`config.mk`:
```
export PLATFORM = sky130hd
export DESIGN_NAME = ov7670_stream_gen
export DESIGN_NICKNAME = d
export VERILOG_FILES = /design/src/rtl/ov7670_stream_gen.sv
export SDC_FILE = /design/constraint.sdc
export NUM_CORES = 1
export LEC_CHECK = 0
export BUFFER_PORTS_ARGS = -buffer_cell sky130_fd_sc_hd__buf_2
export CORE_MARGIN = 10
export CORE_UTILIZATION = 53
export DETAILED_ROUTE_END_ITERATION = 10
export PLACE_DENSITY = 0.77
export REMOVE_ABC_BUFFERS = 1
export SYNTH_ARGS = -nofsm -noshare
export SYNTH_HDL_FRONTEND = slang
export SYNTH_SLANG_ARGS = --single-unit
```
`constraint.sdc`:
```
create_clock -name clk -period 2.62 [get_ports clk]
set_clock_uncertainty 0.1 [all_clocks]
set_input_delay 0.131 -clock clk [delete_from_list [all_inputs] [get_ports clk]]
set_output_delay 0.131 -clock clk [all_outputs]
set_load 0.03 [all_outputs]
```
`src/rtl/ov7670_stream_gen.sv`:
```
// OV7670-style camera stream emulator: pclk = clk/2, vsync/href framing and RGB444 test patterns.
// Define OV7670_STREAM_GEN_CHECKER_EN to build the 8x8 checkerboard for pattern 3 (otherwise pattern 3 is black).
module ov7670_stream_gen #(
  parameter int H_ACTIVE    = 640,
  parameter int V_ACTIVE    = 480,
  parameter int H_BLANK     = 144,
  parameter int VSYNC_LINES = 3,
  parameter int VBP_LINES   = 17,
  parameter int VFP_LINES   = 10
) (
  input  logic        clk,
  input  logic        reset_n,
  input  logic        enable,
  input  logic [1:0]  pattern_sel,
  input  logic [11:0] solid_color,
  output logic        pclk,
  output logic        vsync,
  output logic        href,
  output logic [7:0]  d,
  output logic        frame_done,
  output logic [7:0]  frame_count,
  output logic [2:0]  state_dbg
);

  typedef enum logic [2:0] {
    IDLE   = 3'd0,
    VSYNC  = 3'd1,
    VBP    = 3'd2,
    ACTIVE = 3'd3,
    VFP    = 3'd4
  } state_t;

  localparam logic [11:0] LAST_COL  = 12'(2 * H_ACTIVE + H_BLANK - 1);
  localparam logic [11:0] HREF_COLS = 12'(2 * H_ACTIVE);

  state_t      state, state_nx;
  logic [11:0] col, col_nx;
  logic [11:0] line, line_nx;
  logic [1:0]  pat_q, pat_nx;
  logic [11:0] solid_q, solid_nx;
  logic [11:0] line_last;
  logic        line_end, sect_end, byte_end, frame_last_clk;

  // A byte period closes on the edge where pclk falls, so every counter and
  // every decoded output only moves while pclk is low on the camera side.
  assign byte_end = pclk;
  assign line_end = (col == LAST_COL);
  assign sect_end = line_end && (line == line_last);
  assign frame_last_clk = !pclk && (state == VFP) && sect_end;

  always_comb begin
    line_last = 12'd0;
    case (state)
      VSYNC:   line_last = 12'(VSYNC_LINES - 1);
      VBP:     line_last = 12'(VBP_LINES - 1);
      ACTIVE:  line_last = 12'(V_ACTIVE - 1);
      VFP:     line_last = 12'(VFP_LINES - 1);
      default: line_last = 12'd0;
    endcase
  end

  always_comb begin
    state_nx = state;
    col_nx   = col;
    line_nx  = line;
    pat_nx   = pat_q;
    solid_nx = solid_q;
    if (byte_end) begin
      if (state == IDLE) begin
        if (enable) begin
          state_nx = VSYNC;
          pat_nx   = pattern_sel;
          solid_nx = solid_color;
        end
      end else begin
        col_nx = line_end ? 12'd0 : col + 12'd1;
        if (line_end) line_nx = sect_end ? 12'd0 : line + 12'd1;
        if (sect_end) begin
          case (state)
            VSYNC:  state_nx = VBP;
            VBP:    state_nx = ACTIVE;
            ACTIVE: state_nx = VFP;
            VFP: begin
              // Enable is only consulted here, so a dropped enable lets the frame finish.
              if (enable) begin
                state_nx = VSYNC;
                pat_nx   = pattern_sel;
                solid_nx = solid_color;
              end else begin
                state_nx = IDLE;
              end
            end
            default: state_nx = IDLE;
          endcase
        end
      end
    end
  end

  always_ff @(posedge clk or negedge reset_n) begin
    if (!reset_n) begin
      state       <= IDLE;
      pclk        <= 1'b0;
      col         <= 12'd0;
      line        <= 12'd0;
      pat_q       <= 2'd0;
      solid_q     <= 12'd0;
      frame_done  <= 1'b0;
      frame_count <= 8'd0;
    end else begin
      state      <= state_nx;
      pclk       <= ~pclk;
      col        <= col_nx;
      line       <= line_nx;
      pat_q      <= pat_nx;
      solid_q    <= solid_nx;
      frame_done <= frame_last_clk;
      if (frame_last_clk) frame_count <= frame_count + 8'd1;
    end
  end

  logic [10:0] x;
  logic [2:0]  bar;
  logic [11:0] rgb;

  assign x   = col[11:1];
  assign bar = 3'({x, 3'b000} / 14'(H_ACTIVE));

  always_comb begin
    rgb = 12'h000;
    case (pat_q)
      2'd0: begin
        case (bar)
          3'd0:    rgb = 12'hFFF;
          3'd1:    rgb = 12'hFF0;
          3'd2:    rgb = 12'h0FF;
          3'd3:    rgb = 12'h0F0;
          3'd4:    rgb = 12'hF0F;
          3'd5:    rgb = 12'hF00;
          3'd6:    rgb = 12'h00F;
          default: rgb = 12'h000;
        endcase
      end
      2'd1: rgb = {x[3:0], x[3:0], x[3:0]};
      2'd2: rgb = solid_q;
      default: begin
`ifdef OV7670_STREAM_GEN_CHECKER_EN
        rgb = (x[3] ^ line[3]) ? 12'hFFF : 12'h000;
`else
        rgb = 12'h000;
`endif
      end
    endcase
  end

  assign vsync     = (state == VSYNC);
  assign href      = (state == ACTIVE) && (col < HREF_COLS);
  assign d         = !href ? 8'h00 : (col[0] ? rgb[7:0] : {4'h0, rgb[11:8]});
  assign state_dbg = state;

endmodule

```
==> summary.md <==
| Metric | Value |
|---|---|
| Status | `finished, violations left` |
| Failing checks | `negative setup slack` |
| Sequential area share after synthesis | `0.400` |
| Crit-path max FO | `6` |
| Headroom to the max-slew limit | `0.573` |
| Clock latency at the later pin of the worst-skew pair | `0.32 ns` |
| Dpl ws | `0.000759 ns` |
| Core footprint | `5890 µm²` |
| Ys flop type | `dfrtp_1` |
| RSZ-0062 raised after global routing | `true` |
| GRT Overall Usage | `0.187` |
| Syn-to-layout area delta | `38.7%` |
| Clock root buffer | `clkbuf_8` |
| Seq cells post-synth | `51` |
| Top-area cell type share of the netlist area | `0.400` |
| Post-synthesis cell count | `342` |
| Worst min-delay path class | `in2async` |
| Cell Area, Placed | `3590 µm²` |
| Fin crit share | `1.07` |
| Warnings, synthesis | `0` |
| Layout cells sized above 1 | `0.385` |
| Critical R2R Capture | `solid_q[3]` |
| FF-to-FF Start | `col[9]` |
| I/O Buffers | `39` |
| Commonest cells after routing, fill and taps aside | `nand2_1, dfrtp_1, buf_4` |
| Die X | `97.6 µm` |
| Post-route cell area | `4430 µm²` |
| Met3 Wirelength | `560 µm` |
| Max-slew violations | `0` |
| Nets | `450` |
| Crit path largest cell delay | `0.49 ns` |
| H-tree depth | `2` |
| R2r setup slk | `0.03 ns` |
| Min Clock Period, post-route | `2.81 ns` |
| Area leader, netlist | `dfrtp_1` |
| Pin count of the biggest net entering global routing | `27` |
| Number of buffers created by CTS | `5` |
| Longest Clk Path Bufs | `2` |
| Worst Path Required | `2.39 ns` |
| Worst-margin pin slew | `0.639 ns` |
| Setup crit start kind | `register` |
| CP startpoint | `col[8]` |
| Die Y | `97.6 µm` |
| Top Layer Used | `met4` |
| ANT nets after route | `0` |
| Initial core utilization | `0.542` |
| Vias after detailed routing | `3128` |
| Mapped cell area | `3190 µm²` |
| Clock Sinks | `51` |
| First-pass GRT wire length | `15200 µm` |
| Post-synth EDFFs | `0` |
| Leakage | `1.91 nW` |
| Worst setup margin | `-0.187 ns` |
| Die area | `9520 µm²` |
| Most used cell, CP | `buf_6` |
| Clock-pin slew on the worst setup and hold paths | `0.10 ns` |
| Slowest CP cell | `nor4b_4` |
| Arrival time worst endpoint | `2.58 ns` |
| Max Cap Viol | `0` |
| DRT met1 WL | `3970 µm` |
| Io pins | `40` |
| Met2 WL post-DR | `5210 µm` |
| HPWL reported at the end of detailed placement | `5700 µm` |
| Unique masters post-synth | `59` |
| Routed vias/inst | `6.17` |
| WS Path Type | `reg2out` |
| Pwr/cell area | `532 nW/µm²` |
| Final setup violation count | `5` |
| Syn_area_per_cell | `9.33 µm²` |
| CTS tree | `yes` |
| CP cell instances | `buf_6, nor2_4, nor4b_4, nor4_2, a311o_1, o31ai_4, buf_6, a21oi_4, buf_6` |
| VDD IR max | `0.000479 V` |
| # rows | `28` |
| Setup crit end kind | `output pin` |
| Vias in the first global route | `3211` |
| Grt total ovfl | `0` |
| Top cells by area, synth | `dfrtp_1, nand2_1, mux2_4, xnor2_1, nand3_1` |
| Initial DRC count | `209` |
| FFs w/ async S/R, synth | `1.00` |
| Register-to-Register Path Depth | `7` |
| Pre-Repair DR Iteration Count | `5` |
| Initial antenna violation count | `1` |
| Routability congestion estimate | `0.856` |
| Drt drc | `0` |
| Wire length per cell | `20.1 µm` |
| Peak Freq | `356 MHz` |
| Fill cells | `376` |
| DRT Wirelength | `10200 µm` |
| Hold Violations, Final | `0` |
[stage by stage]
step / instances / power [mW] / hold slack (ns) / utilization / TNS [ns]
after global routing: 507 / 2.46 / 0.102 / 0.752 / -1.38
after detailed placement: 461 / 1.62 / -0.0991 / 0.609 / 0
after floorplan: 321 / 1.40 / -0.265 / - / -1.98
final: 507 / 2.35 / 0.0774 / 0.752 / -0.704
after global placement: 461 / 1.58 / -0.104 / 0.609 / 0
after CTS: 495 / 2.22 / 0.0798 / 0.704 / -0.239
[cell families after synthesis]
logic type	Yosys count	synth area share
buffers and inverters	32	0.0447
AND/OR/NAND/NOR	149	0.261
AO/OA/AOI/OAI	68	0.152
flip-flops	51	0.400
adder cells (fa/ha/maj)	3	0.0118
multiplexers	17	0.0698
XOR/XNOR	22	0.0604
[final cells by class]
cell class	instances	area (µm²)	share of cell area
inverters	11	45.0	0.0102
flip-flops and latches	51	1280	0.290
repair buffers	102	791	0.179
well taps	75	93.8	0.0212
clock inverters	3	43.8	0.00989
multi-input cells	259	2100	0.474
diodes	1	2.50	0.000565
clock buffers	5	68.8	0.0155
[critical path, delay by kind of cell, from the launching register on]
family / cells / cell delay, ns
AOI/OAI and AO/OA: 3 / 0.67
and+or+nand+nor: 3 / 0.67
buffers and inverters: 3 / 0.48
DFF: 1 / 0.45
[worst max path at each step]
| stage | to | slack, ns | cells after the start |
|---|---|---|---|
| finish | d[2] | -0.19 | 9 |
| global route | d[2] | -0.26 | 8 |
| CTS | d[3] | -0.06 | 9 |
| detailed placement | d[3] | 0.0008 | 9 |
| global placement | pat_q[0] | 0.1 | 6 |
| floorplan | pat_q[0] | -0.17 | 6 |
[per-layer routing]
metal,global-route usage,vias up
met5,0,-
met1,0.210,1525
met4,0.0805,0
met2,0.328,141
met3,0.0448,42
li1,-,1420
[timing repair]
| action | CTS | global route |
|---|---|---|
| hold endpoints to repair | 65 | 0 |
| pin swaps | 11 | 10 |
| resized for setup | 52 | 42 |
| buffers inserted | 11 | 12 |
| setup endpoints to repair | 8 | 25 |
| hold buffers | 15 | 0 |
[sequential cells by signal (all words and copies together), names as in the netlist]
name / flops
frame_done: 1
solid_q: 12
pclk: 1
pat_q: 2
state_dbg: 3
line: 12
frame_count: 8
col: 12
[synthesized netlist by cell type (all sizes together) (9+ instances only)]
master	instances
nand3	18
nor2	22
buf	9
mux2	15
nand2	45
o21ai	15
nor3	11
xnor2	14
clkbuf	12
dfrtp	51
inv	11
a21oi	14
nand4	10
[report_power, final]
part	internal, mW	total [mW]	switching (mW)
Sequential	0.910	1.05	0.136
Clock	0.285	0.566	0.281
Combinational	0.337	0.742	0.405
Total	1.53	2.35	0.822
Note: power is estimated with default switching activity, not from simulation.
